`src/rtl/spm_hs_if.sv`:
```
// Valid/ready operand and product bundle for spm_hs.
// Carries the tc mode bit only when SPM_HS_MODE_EN is defined.
interface spm_hs_if #(
  parameter int unsigned WIDTH = 32
) ();
  logic               in_valid;
  logic               in_ready;
  logic [WIDTH-1:0]   x;
  logic [WIDTH-1:0]   y;
`ifdef SPM_HS_MODE_EN
  logic               tc;
`endif
  logic               out_valid;
  logic               out_ready;
  logic [2*WIDTH-1:0] prod;

  modport master (
    output in_valid, x, y,
`ifdef SPM_HS_MODE_EN
    output tc,
`endif
    output out_ready,
    input  in_ready, out_valid, prod
  );

  modport slave (
    input  in_valid, x, y,
`ifdef SPM_HS_MODE_EN
    input  tc,
`endif
    input  out_ready,
    output in_ready, out_valid, prod
  );
endinterface

```
`src/rtl/spm_hs.sv`:
```
// Handshaked serial-parallel multiplier: y streamed LSB-first through a carry-save chain.
// SPM_HS_MODE_EN adds a per-operation tc select (signed/unsigned); otherwise always signed.
module spm_hs #(
  parameter int unsigned WIDTH = 32
) (
  input  logic  clk,
  input  logic  rst,
  spm_hs_if.slave bus
);
  localparam int unsigned PW = 2 * WIDTH;
  localparam int unsigned CW = $clog2(PW + 1);

  typedef enum logic [1:0] {IDLE, RUN, DONE} state_t;

  state_t           state, next_state;
  logic             load_c, run_c, cap_c, fin_c;
  logic [WIDTH-1:0] x_r, y_r, sum_r, carry_r;
  logic [WIDTH-1:0] pp_c, up_c, sum_n, carry_n;
  logic             fill_c, signed_c;
  logic [CW-1:0]    cnt;
  logic [PW-2:0]    prod_sr;
  logic [PW-1:0]    prod_shift_c, prod_r;
  logic             in_ready_r, out_valid_r;

`ifdef SPM_HS_MODE_EN
  logic tc_r;

  // Operation mode latched with the operands
  always_ff @(posedge clk or posedge rst) begin
    if (rst)         tc_r <= 1'b0;
    else if (load_c) tc_r <= bus.tc;
  end

  assign signed_c = tc_r;
`else
  assign signed_c = 1'b1;
`endif

  // State register
  always_ff @(posedge clk or posedge rst) begin
    if (rst) state <= IDLE;
    else     state <= next_state;
  end

  // Next-state logic
  always_comb begin
    next_state = state;
    case (state)
      IDLE:    if (bus.in_valid)         next_state = RUN;
      RUN:     if (cnt == CW'(PW))       next_state = DONE;
      DONE:    if (bus.out_ready)        next_state = IDLE;
      default:                           next_state = IDLE;
    endcase
  end

  // Datapath controls decoded from the current state
  always_comb begin
    load_c = 1'b0;
    run_c  = 1'b0;
    cap_c  = 1'b0;
    fin_c  = 1'b0;
    case (state)
      IDLE: load_c = bus.in_valid;
      RUN: begin
        run_c = 1'b1;
        cap_c = (cnt != '0);
        fin_c = (cnt == CW'(PW));
      end
      default: ;
    endcase
  end

  assign pp_c         = x_r & {WIDTH{y_r[0]}};
  assign up_c         = {1'b0, sum_r[WIDTH-1:1]};
  assign fill_c       = signed_c & y_r[WIDTH-1];
  assign prod_shift_c = {sum_r[0], prod_sr};

  // Carry-save chain; the MSB cell negates its stream in signed mode (sticky carry)
  always_comb begin
    sum_n            = pp_c ^ up_c ^ carry_r;
    carry_n          = (pp_c & up_c) | (pp_c & carry_r) | (up_c & carry_r);
    carry_n[WIDTH-1] = signed_c ? (pp_c[WIDTH-1] | carry_r[WIDTH-1])
                                : (pp_c[WIDTH-1] & carry_r[WIDTH-1]);
  end

  // Operand, array and product registers
  always_ff @(posedge clk or posedge rst) begin
    if (rst) begin
      x_r     <= '0;
      y_r     <= '0;
      sum_r   <= '0;
      carry_r <= '0;
      cnt     <= '0;
      prod_sr <= '0;
      prod_r  <= '0;
    end else if (load_c) begin
      x_r     <= bus.x;
      y_r     <= bus.y;
      sum_r   <= '0;
      carry_r <= '0;
      cnt     <= '0;
    end else if (run_c) begin
      y_r     <= {fill_c, y_r[WIDTH-1:1]};
      sum_r   <= sum_n;
      carry_r <= carry_n;
      if (!fin_c) cnt     <= cnt + CW'(1);
      if (cap_c)  prod_sr <= prod_shift_c[PW-1:1];
      if (fin_c)  prod_r  <= prod_shift_c;
    end
  end

  // Handshake outputs registered from the next state
  always_ff @(posedge clk or posedge rst) begin
    if (rst) begin
      in_ready_r  <= 1'b1;
      out_valid_r <= 1'b0;
    end else begin
      in_ready_r  <= (next_state == IDLE);
      out_valid_r <= (next_state == DONE);
    end
  end

  assign bus.in_ready  = in_ready_r;
  assign bus.out_valid = out_valid_r;
  assign bus.prod      = prod_r;
endmodule

```
`src/flat_wrapper.sv`:
```
// flat-port wrapper written by rule: the top's interface ports become plain ports
module spm_hs_flat 
#(
  parameter int unsigned WIDTH = 32
)
  (clk, rst, bus_in_valid, bus_x, bus_y, bus_out_ready, bus_in_ready, bus_out_valid, bus_prod);
  spm_hs_if #(.WIDTH(WIDTH)) bus_i ();
  input  logic clk;
  input  logic rst;
  input wire logic [$bits(bus_i.in_valid)-1:0] bus_in_valid;
  input wire logic [$bits(bus_i.x)-1:0] bus_x;
  input wire logic [$bits(bus_i.y)-1:0] bus_y;
  input wire logic [$bits(bus_i.out_ready)-1:0] bus_out_ready;
  output wire logic [$bits(bus_i.in_ready)-1:0] bus_in_ready;
  output wire logic [$bits(bus_i.out_valid)-1:0] bus_out_valid;
  output wire logic [$bits(bus_i.prod)-1:0] bus_prod;
  assign bus_i.in_valid = bus_in_valid;
  assign bus_i.x = bus_x;
  assign bus_i.y = bus_y;
  assign bus_i.out_ready = bus_out_ready;
  assign bus_in_ready = bus_i.in_ready;
  assign bus_out_valid = bus_i.out_valid;
  assign bus_prod = bus_i.prod;
  spm_hs #(.WIDTH(WIDTH)) u_core (.clk(clk), .rst(rst), .bus(bus_i));
endmodule
```
`config.mk`:
```
export PLATFORM = sky130hd
export DESIGN_NAME = spm_hs_flat
export DESIGN_NICKNAME = d
export VERILOG_FILES = /design/src/rtl/spm_hs_if.sv /design/src/rtl/spm_hs.sv /design/src/flat_wrapper.sv
export SDC_FILE = /design/constraint.sdc
export NUM_CORES = 1
export LEC_CHECK = 0
export BUFFER_PORTS_ARGS = -buffer_cell sky130_fd_sc_hd__buf_2
export CORE_MARGIN = 2
export CORE_UTILIZATION = 62
export CTS_CLUSTER_DIAMETER = 60
export DETAILED_ROUTE_END_ITERATION = 7
export GPL_TIMING_DRIVEN = 1
export PLACE_DENSITY = 0.93
export SLEW_MARGIN = 20
export SYNTH_ARGS = -nofsm -noshare
export SYNTH_HDL_FRONTEND = slang
export SYNTH_SLANG_ARGS = --single-unit
```
`constraint.sdc`:
```
create_clock -name clk -period 28 [get_ports clk]
set_clock_uncertainty 0.1 [all_clocks]
set_input_delay 8.4 -clock clk [delete_from_list [all_inputs] [get_ports clk]]
set_output_delay 8.4 -clock clk [all_outputs]
set_load 0.005 [all_outputs]
```
After elaboration in Yosys (flattened, before gate mapping)
Index checks and enable logic that the tools add are counted.

operators by class
  add/sub/neg operators = 1
  equal/unequal tests = 5
  muxes and demuxes = 17
  bitwise gates (word level) = 10
  reduce and logical (&&, ||, !) cells = 7

operators with widths
  cell                   count
  $mux W32               5
  $and A31 B31 Y31       3
  $or A31 B31 Y31        2
  $and A32 B32 Y32       1
  $xor A32 B31 Y32       1
  $xor A32 B32 Y32       1
  $mux W31               1
  $mux W7                3
  $add A7 B1 Y7 const B  1
  $eq A7 B7 Y1 const B   1
  $reduce_bool A7 Y1     1
  $mux W2                3
  $pmux W2 S3            1
  $reduce_and A3 Y1      2
  $eq A2 B2 Y1 const B   2
  $logic_not A2 Y1       2
  $mux W1                4
  $eq A2 B1 Y1 const B   1
  $ne A2 B1 Y1 const B   1
  $reduce_and A2 Y1      1
  $reduce_bool A2 Y1     1
  $not A1 Y1             1
  $or A1 B1 Y1           1

word-level totals
  flip-flop bits (word level) = 266
  word-level logic and storage cells = 51
  output and inout port bits = 66
  bits of input ports = 68

Logic depth before layout (Yosys ltp)
Gate-level depths: netlist (run 1).

  depth in word-level cells = 6
  depth in mapped cells = 6

Worst setup path after synthesis (run 1)
OpenSTA, ideal clock, no wires.

  path type = input -> register
  start = input bus_in_valid
  end = register u_core.x_r[10]
  library setup time = 125 ps
  slack = 18578 ps
  data required time = 27775 ps
  path buffers = 1
  cell stages on the path = 3
  arrival time = 9198 ps
  cells stage by stage = nor3b_2 > buf_2 > mux2_2

on the way
  longest elaborated chain between the ends = 1

RTL lines
  element                 line                text
  start: declaration      flat_wrapper.sv:10  input wire logic [$bits(bus_i.in_valid)-1:0] bus_in_valid;
  $mux W1                 spm_hs.sv:62        case (state)
  end signal: assignment  spm_hs.sv:97        x_r <= bus.x;
  end: declaration        spm_hs.sv:17        logic [WIDTH-1:0] x_r, y_r, sum_r, carry_r;

Every way passes these cells.
A chain may end at the register's enable or synchronous reset.

Worst setup path in the final report (run 1)
  start = register u_core.in_ready_r (netlist: u_core.bus.in_ready)
  end = output bus_in_ready

RTL lines
  element                   line                text
  start: declaration        spm_hs.sv:23        logic in_ready_r, out_valid_r;
  start signal: assignment  spm_hs.sv:118       in_ready_r <= (next_state == IDLE);
  end: declaration          flat_wrapper.sv:14  output wire logic [$bits(bus_i.in_ready)-1:0] bus_in_ready;

No word-level cell between the ends.

==> flow_metrics.tcl, run 1 <==
set metrics [dict create \
    cp_slowest_cell "dfstp_2" \
    rsz0062_at_grt "no" \
    synth_edf_count 0 \
    cts-root-buf "clkbuf_16" \
    die_x_um 137 \
    setup.worst_path.end_class "primary output" \
    synth-seq-area-share_pct 60.7 \
    ant_nets 0 \
    cts_setup_buffers 0 \
    die_h_um 137 \
    drt-total-wl_um 21200 \
    drive_above_1_share_pct 37.8 \
    io_buffers 133 \
    routedWlPerCell_um 18.1 \
    status "finished clean" \
    maxSlewViolCount 0 \
    finalSetupTns_ps 0 \
    syn_area_mm2 0.0110 \
    antennaDiodeCount 0 \
    area_delta_synth_final_pct 15.3 \
    fillers 1084 \
    preCtsSetupSlack_ps 17780 \
    cts_buffer_depth 3 \
    start_kind "register" \
    power_frac_seq_pct 45.7 \
    overflow 0 \
    wl_met2_um 10900 \
    hold_path_end "u_core.y_r[13]$_DFFE_PP0P_" \
    cts.sinks 266 \
    h-tree-depth 1 \
    yosys_warnings 0 \
    post-route-min-period_ps 9640 \
    synthTopCellsByCount "dfrtp_1, mux2_2, inv_1, nand2_1, o22ai_1" \
    setup_viol 0 \
    p_per_area_mw_per_mm2 106 \
    rr_worst_depth 5 \
    wl_met3_um 815 \
    setup_slack_ps 18360 \
    drv_cap 0 \
    ios 134 \
    rrSetupSlack_ps 24930 \
    ir_worst_vdd_v 0.0000605 \
    synth-main-ff-cell "dfrtp_1" \
    cts_tree "yes" \
    p_leak_nw 6.17 \
    die-area_mm2 0.0188 \
    worst_skew_pair.late_latency_ps 530 \
    drt_iter0_markers 342 \
    grt_pass1_vias 7081 \
    drt-met1-wl_um 8920 \
    relSlewSlack_pct 41.2 \
    design.core.area_mm2 0.0173 \
    yosysMostFrequentCell "dfrtp_1" \
    intPower_uw 931 \
    crit_family "flip-flops" \
    crit_path_max_fanout 1 \
    synthCells 805 \
    p_sw_uw 407 \
    crit_required_ps 19500 \
    grt_max_degree 107 \
    dp_hpwl_um 12500 \
    synth-seq-cells 266 \
    hold_path.class "reg2reg" \
    async_flop_share_pct 100 \
    p_clk_share_pct 26.8 \
    vias 6637 \
    final_nets 1029 \
    drt_first_pass_iters 5 \
    hold_depth 2 \
    place.gp.congestion 0.726 \
    track_usage_pct 23.2 \
    vias_per_cell 5.67 \
    synthTopCellsByArea "dfrtp_1, mux2_2, fa_1, o22ai_1, inv_1" \
    top_layer_used "met4" \
    std_cell_rows 48 \
    regArea_mm2 0.00666 \
    post-route-period-util_pct 34.4 \
    comb_power_share_pct 27.6 \
    cpPeakStageDelay_ps 510 \
    yosys.area.top_type "dfrtp_1" \
    min_from "u_core.y_r[13]$_DFFE_PP0P_" \
    r2r-start "u_core.state[1]$_DFF_PP0_" \
    syn_area_per_cell_um2 13.6 \
    r2r_end "u_core.prod_sr[28]$_DFFE_PP0P_" \
    swShare_pct 30.4 \
    multi_input_area_mm2 0.00379 \
    final-hold-violation-count 0 \
    cts_inserted_buffers 27 \
    drc_errors 0 \
    start_util_pct 63.4 \
    cp.arrival_ps 1140 \
    synthesis.nets 907 \
    max_freq_mhz 104 \
    post_cts_resized 0 \
    yosysUniqueCellTypes 32 \
    synth_top_area_share_pct 60.5 \
    grt_pass1_wl_um 34800 \
    critPathBufInv 1 \
    clk_pin_slew_worst_paths_ps 60 \
    worst_pin_slew_ps 882 \
    antenna_found_initial 0 \
    critical_path_class "reg2out" \
    crit_chain "buf_2" \
    ctsHoldBuffers 0 \
]
-- cells by family after synthesis --
kind of cell               synth area share [%]
DFF                                        60.7
muxes                                      16.6
AOI/OAI and AO/OA                          7.49
buffers and inverters                      4.99
and+or+nand+nor                            3.87
adders and majority gates                  6.00
xor gates and xnor gates                  0.319
-- worst max path at each step --
stage / start / slack, ps / end / cells after the start
5_1_grt: u_core.bus.in_ready$_DFF_PP1_ / 18330 / bus_in_ready / 1
6_report: u_core.bus.in_ready$_DFF_PP1_ / 18360 / bus_in_ready / 1
3_5_place_dp: rst / 17780 / u_core.bus.prod[50]$_DFFE_PP0P_ / 3
4_1_cts: rst / 18320 / u_core.bus.prod[48]$_DFFE_PP0P_ / 3
3_3_place_gp: rst / 17800 / u_core.bus.prod[63]$_DFFE_PP0P_ / 3
2_1_floorplan: rst / 12180 / u_core.bus.out_valid$_DFF_PP0_ / 1
-- flip-flops by register name (all words and copies together), names as in the netlist --
register / cells
u_core.bus.prod: 64
u_core.prod_sr: 63
u_core.carry_r: 32
u_core.sum_r: 32
u_core.x_r: 32
u_core.y_r: 32
u_core.cnt: 7
u_core.state: 2
u_core.bus.in_ready: 1
u_core.bus.out_valid: 1
-- metal layers --
| metal | GRT usage, % | vias up |
|---|---|---|
| li1 | - | 3013 |
| met1 | 31.1 | 3403 |
| met2 | 39.6 | 174 |
| met3 | 3.07 | 47 |
| met4 | 7.50 | 0 |
| met5 | 0 | - |
-- power groups by stage --
stage	clock network (mW)	registers [mW]	logic, mW
after floorplan	0	0.583	0.295
after global placement	0	0.605	0.332
after detailed placement	0	0.614	0.364
after CTS	0.364	0.610	0.375
after global routing	0.378	0.626	0.421
final	0.358	0.611	0.369
-- stage by stage --
stage / cells / hold WS (ps) / power, mW / area [um2] / util, %
3_5_place_dp: 1122 / 371 / 0.978 / 11700 / 67.7
6_report: 1170 / 385 / 1.34 / 12600 / 73.1
3_3_place_gp: 1122 / 361 / 0.938 / 11700 / 67.7
2_1_floorplan: 805 / 350 / 0.878 / 11000 / -
4_1_cts: 1169 / 389 / 1.35 / 12600 / 72.9
5_1_grt: 1170 / 414 / 1.43 / 12600 / 73.1
-- area by class of cell --
cell class              count  share of cell area [%]
inverters                  67                    2.05
well taps                 225                    2.23
repair buffers            143                    6.05
multi-input cells         422                    29.9
clock inverters             3                   0.346
flip-flops and latches    266                    52.7
clock buffers              44                    6.72
-- placed cells by master (no fill, tap or decap), drive strengths merged, types with 2 or more instances in the layout --
cell	synthesis	layout
a21oi	2	2
a22oi	30	30
buf	27	143
clkbuf	23	44
dfrtp	265	265
fa	31	31
ha	3	3
inv	67	68
mux2	161	161
nand2	67	67
nand3	2	2
nand4	5	5
nor2	8	8
nor2b	2	2
nor4b	2	2
o21ai	34	34
o22ai	63	63
xor2	4	4
(Power assumes the default switching activity.)
==> inputs of run 2 (changes only) <==
- CORE_UTILIZATION: 62 -> 58
- PLACE_DENSITY: 0.93 -> 0.89
- clock period: 28 -> 9.98 ns (I/O delays scaled with it)
==> flow_metrics.tcl, run 2 (same netlist as run 1, synthesis figures left out) <==
set metrics [dict create \
    ant_nets 0 \
    cts_buffer_depth 3 \
    p_leak_nw 6.19 \
    total_power_mw 3.78 \
    grt_max_degree 81 \
    crit_family "flip-flops" \
    relSlewSlack_pct 36.3 \
    final_common_cell "dfrtp_1" \
    die_x_um 142 \
    max_freq_mhz 236 \
    cp.arrival_ps 1140 \
    routedWlPerCell_um 17.2 \
    crit_chain "buf_2" \
    overflow 0 \
    cts.sinks 266 \
    cts_tree "yes" \
    cts-root-buf "clkbuf_16" \
    setup_viol 0 \
    vias 6589 \
    ctsHoldBuffers 0 \
    layout_common_cells "dfrtp_1, mux2_2, buf_2" \
    drive_above_1_share_pct 37.9 \
    std_cell_rows 50 \
    fillers 1291 \
    io_buffers 133 \
    h-tree-depth 1 \
    rrSetupSlack_ps 7130 \
    cts_inserted_buffers 27 \
    fin_area_mm2 0.0127 \
    drc_errors 0 \
    regArea_mm2 0.00666 \
    final-hold-violation-count 0 \
    hold_path.class "reg2reg" \
    status "finished clean" \
    place.gp.congestion 0.736 \
    post_cts_resized 0 \
    setup_slack_ps 5750 \
    drt_iter0_markers 354 \
    critical_path_class "reg2out" \
    dp_hpwl_um 12600 \
    final_cells 1184 \
    grt_pass1_wl_um 33900 \
    design.core.area_mm2 0.0186 \
    antenna_found_initial 2 \
    setup.worst_path.end_class "primary output" \
    multi_input_area_mm2 0.00379 \
    dpl_cell_area_mm2 0.0117 \
    start_kind "register" \
    finalSetupTns_ps 0 \
    ios 134 \
    start_util_pct 58.8 \
    vias_per_cell 5.57 \
    track_usage_pct 20.6 \
    p_per_area_mw_per_mm2 297 \
    largest_reg_flops 64 \
    drt_first_pass_iters 5 \
    crit_path_max_fanout 1 \
    cpPeakStageDelay_ps 510 \
    critPathBufInv 1 \
    final_nets 1030 \
    fin_hold_ws_ps 385 \
    drv_cap 0 \
    final_util_pct 68.2 \
    die_h_um 142 \
    cts_setup_buffers 0 \
    preCtsSetupSlack_ps 5230 \
    worst_skew_pair.late_latency_ps 520 \
    post-route-period-util_pct 42.4 \
    post-route-min-period_ps 4230 \
    placedCellCount 1132 \
    die-area_mm2 0.0200 \
    grt_pass1_vias 6868 \
    crit_required_ps 6890 \
    clk_pin_slew_worst_paths_ps 60 \
    cp_slowest_cell "dfstp_2" \
    area_delta_synth_final_pct 16.0 \
    ir_worst_vdd_v 0.000168 \
    drt-total-wl_um 20300 \
    worst_pin_slew_ps 955 \
    maxSlewViolCount 0 \
    rsz0062_at_grt "no" \
]
## run 2: changes by cell type in the layout (fill, tap and decap cells not counted), sizes merged
cell      delta
buf          +1
inv          -1
diode        +2
clkbuf       -5
clkinv       +2
bufinv       +4
clkinvlp     +2
## run 2: worst paths after layout
check,from,end,cells after the start
max,u_core.bus.in_ready$_DFF_PP1_,bus_in_ready,1
min reg2reg,u_core.y_r[4]$_DFFE_PP0P_,u_core.y_r[4]$_DFFE_PP0P_,2
max reg2reg,u_core.state[0]$_DFF_PP0_,u_core.prod_sr[23]$_DFFE_PP0P_,5
max in group asynchronous,rst,u_core.prod_sr[25]$_DFFE_PP0P_,3
min,u_core.y_r[4]$_DFFE_PP0P_,u_core.y_r[4]$_DFFE_PP0P_,2
min in group asynchronous,rst,u_core.bus.prod[58]$_DFFE_PP0P_,2
## run 2: cell type report
cell class	instances	share of cell area, %
Tap cell	234	2.30
Clock inverter	10	1.43
Inverter	67	2.01
Multi-Input combinational cell	422	29.8
Timing Repair Buffer	144	6.04
Sequential cell	266	52.4
Clock buffer	39	6.06
Antenna cell	2	0.0394
## run 2: report_power, final
group	internal, mW	switching (mW)
clock	0.665	0.404
sequential	1.48	0.230
combinational	0.525	0.480
total	2.67	1.11
## run 2: per-layer routing
layer / up-vias / global-route usage [%] / share of wire [%]
li1: 3029 / - / -
met1: 3375 / 28.9 / 44
met2: 150 / 34.2 / 49
met3: 35 / 2.94 / 4.3
met4: 0 / 6.32 / 2.6
met5: - / 0 / 0
==> inputs of run 3 (changes only) <==
- clock period: 9.98 -> 3.98 ns (I/O delays scaled with it)
==> flow_metrics.tcl, run 3 (same netlist as run 1, synthesis figures left out) <==
set metrics [dict create \
    status "finished clean" \
    clk_pin_slew_worst_paths_ps 60 \
    rrSetupSlack_ps 1520 \
    hold_depth 2 \
    drc_errors 0 \
    cts_setup_buffers 0 \
    hold_path.class "reg2reg" \
    maxSlewViolCount 0 \
    r2r-start "u_core.cnt[4]$_DFFE_PP0P_" \
    placedCellCount 1139 \
    setup.worst_path.end_class "register" \
    cts-root-buf "clkbuf_16" \
    crit_path_max_fanout 40 \
    die_h_um 142 \
    cts.sinks 266 \
    p_leak_nw 6.25 \
    post-route-min-period_ps 2460 \
    drt-total-wl_um 20600 \
    preCtsSetupSlack_ps 1210 \
    setup_viol 0 \
    layout_common_cells "dfrtp_1, mux2_2, buf_2" \
    rsz0062_at_grt "no" \
    drt_iter0_markers 286 \
    worst_pin_slew_ps 891 \
    h-tree-depth 1 \
    area_delta_synth_final_pct 17.1 \
    cts_inserted_buffers 30 \
    dp_hpwl_um 13100 \
    die_x_um 142 \
    setup_slack_ps 1520 \
    ir_worst_vdd_v 0.000394 \
    fin_area_mm2 0.0128 \
    std_cell_rows 50 \
    final_util_pct 68.9 \
    final_nets 1039 \
    ant_nets 0 \
    grt_pass1_vias 6802 \
    post-route-period-util_pct 61.9 \
    start_util_pct 58.8 \
    final_common_cell "dfrtp_1" \
    overflow 0 \
    final_cells 1194 \
    vias_per_cell 5.57 \
    ios 134 \
    drive_above_1_share_pct 38.9 \
    dpl_cell_area_mm2 0.0119 \
    drt_first_pass_iters 4 \
    start_kind "register" \
    fillers 1323 \
    die-area_mm2 0.0200 \
    worst_skew_pair.late_latency_ps 540 \
    ctsHoldBuffers 0 \
    io_buffers 133 \
    cp.arrival_ps 2760 \
    p_per_area_mw_per_mm2 741 \
    track_usage_pct 21.0 \
    hold_path_end "u_core.y_r[25]$_DFFE_PP0P_" \
    place.gp.congestion 0.737 \
    largest_reg_flops 64 \
    relSlewSlack_pct 40.6 \
    drv_cap 0 \
    routedWlPerCell_um 17.3 \
    max_freq_mhz 406 \
    antenna_found_initial 1 \
    post_cts_resized 0 \
    crit_required_ps 4280 \
    cts_buffer_depth 3 \
    grt_pass1_wl_um 34300 \
    design.core.area_mm2 0.0186 \
    min_from "u_core.y_r[25]$_DFFE_PP0P_" \
    vias 6650 \
    grt_max_degree 65 \
    cts_tree "yes" \
    rr_worst_depth 4 \
    r2r_end "u_core.bus.prod[35]$_DFFE_PP0P_" \
    final-hold-violation-count 0 \
    critical_path_class "reg2reg" \
]
run 3: area by class of cell:
| type | instances | area [um2] | area share (%) |
|---|---|---|---|
| multi-input cells | 422 | 3780 | 29.5 |
| clock inverters | 13 | 105 | 0.819 |
| diodes | 1 | 2.50 | 0.0195 |
| well taps | 234 | 293 | 2.28 |
| flip-flops and latches | 266 | 6660 | 51.9 |
| inverters | 67 | 255 | 1.99 |
| clock buffers | 41 | 873 | 6.80 |
| repair buffers | 150 | 868 | 6.76 |
run 3: how the worst max path moves through the flow:
stage	start	to	cells past startpoint
after CTS	u_core.cnt[4]$_DFFE_PP0P_	u_core.bus.prod[35]$_DFFE_PP0P_	4
after global routing	u_core.cnt[2]$_DFFE_PP0P_	u_core.bus.prod[35]$_DFFE_PP0P_	4
after floorplan	rst	u_core.bus.out_valid$_DFF_PP0_	1
after global placement	bus_in_valid	u_core.carry_r[22]$_DFFE_PP0P_	4
final	u_core.cnt[4]$_DFFE_PP0P_	u_core.bus.prod[35]$_DFFE_PP0P_	4
after detailed placement	bus_in_valid	u_core.sum_r[15]$_DFFE_PP0P_	4
run 3: layer usage:
| metal | up-vias | track usage, % | wire length, um |
|---|---|---|---|
| li1 | 3051 | - | - |
| met1 | 3401 | 28.8 | 8930 |
| met5 | - | 0 | 0 |
| met3 | 39 | 2.83 | 752 |
| met2 | 159 | 35.4 | 10400 |
| met4 | 0 | 6.89 | 561 |
run 3: per-stage QoR:
step	hold slack, ps	power, mW	TNS (ps)
after floorplan	350	6.18	-218540
after global placement	363	6.62	0
after detailed placement	374	6.89	0
after CTS	388	9.62	0
after global routing	398	10.1	0
final	387	9.52	0
run 3: power breakdown:
part | internal (mW) | switching, mW | leakage (nW) | total [mW]
registers | 3.70 | 0.577 | 3.37 | 4.28
logic | 1.34 | 1.23 | 2.40 | 2.57
clock network | 1.60 | 1.07 | 0.481 | 2.67
run 3: critical path, stage by stage, from the launching register on:
cell     delay, ps
dfrtp_1        430
nor4b_2        390
nand4_4        640
buf_12         440
mux2_2         300
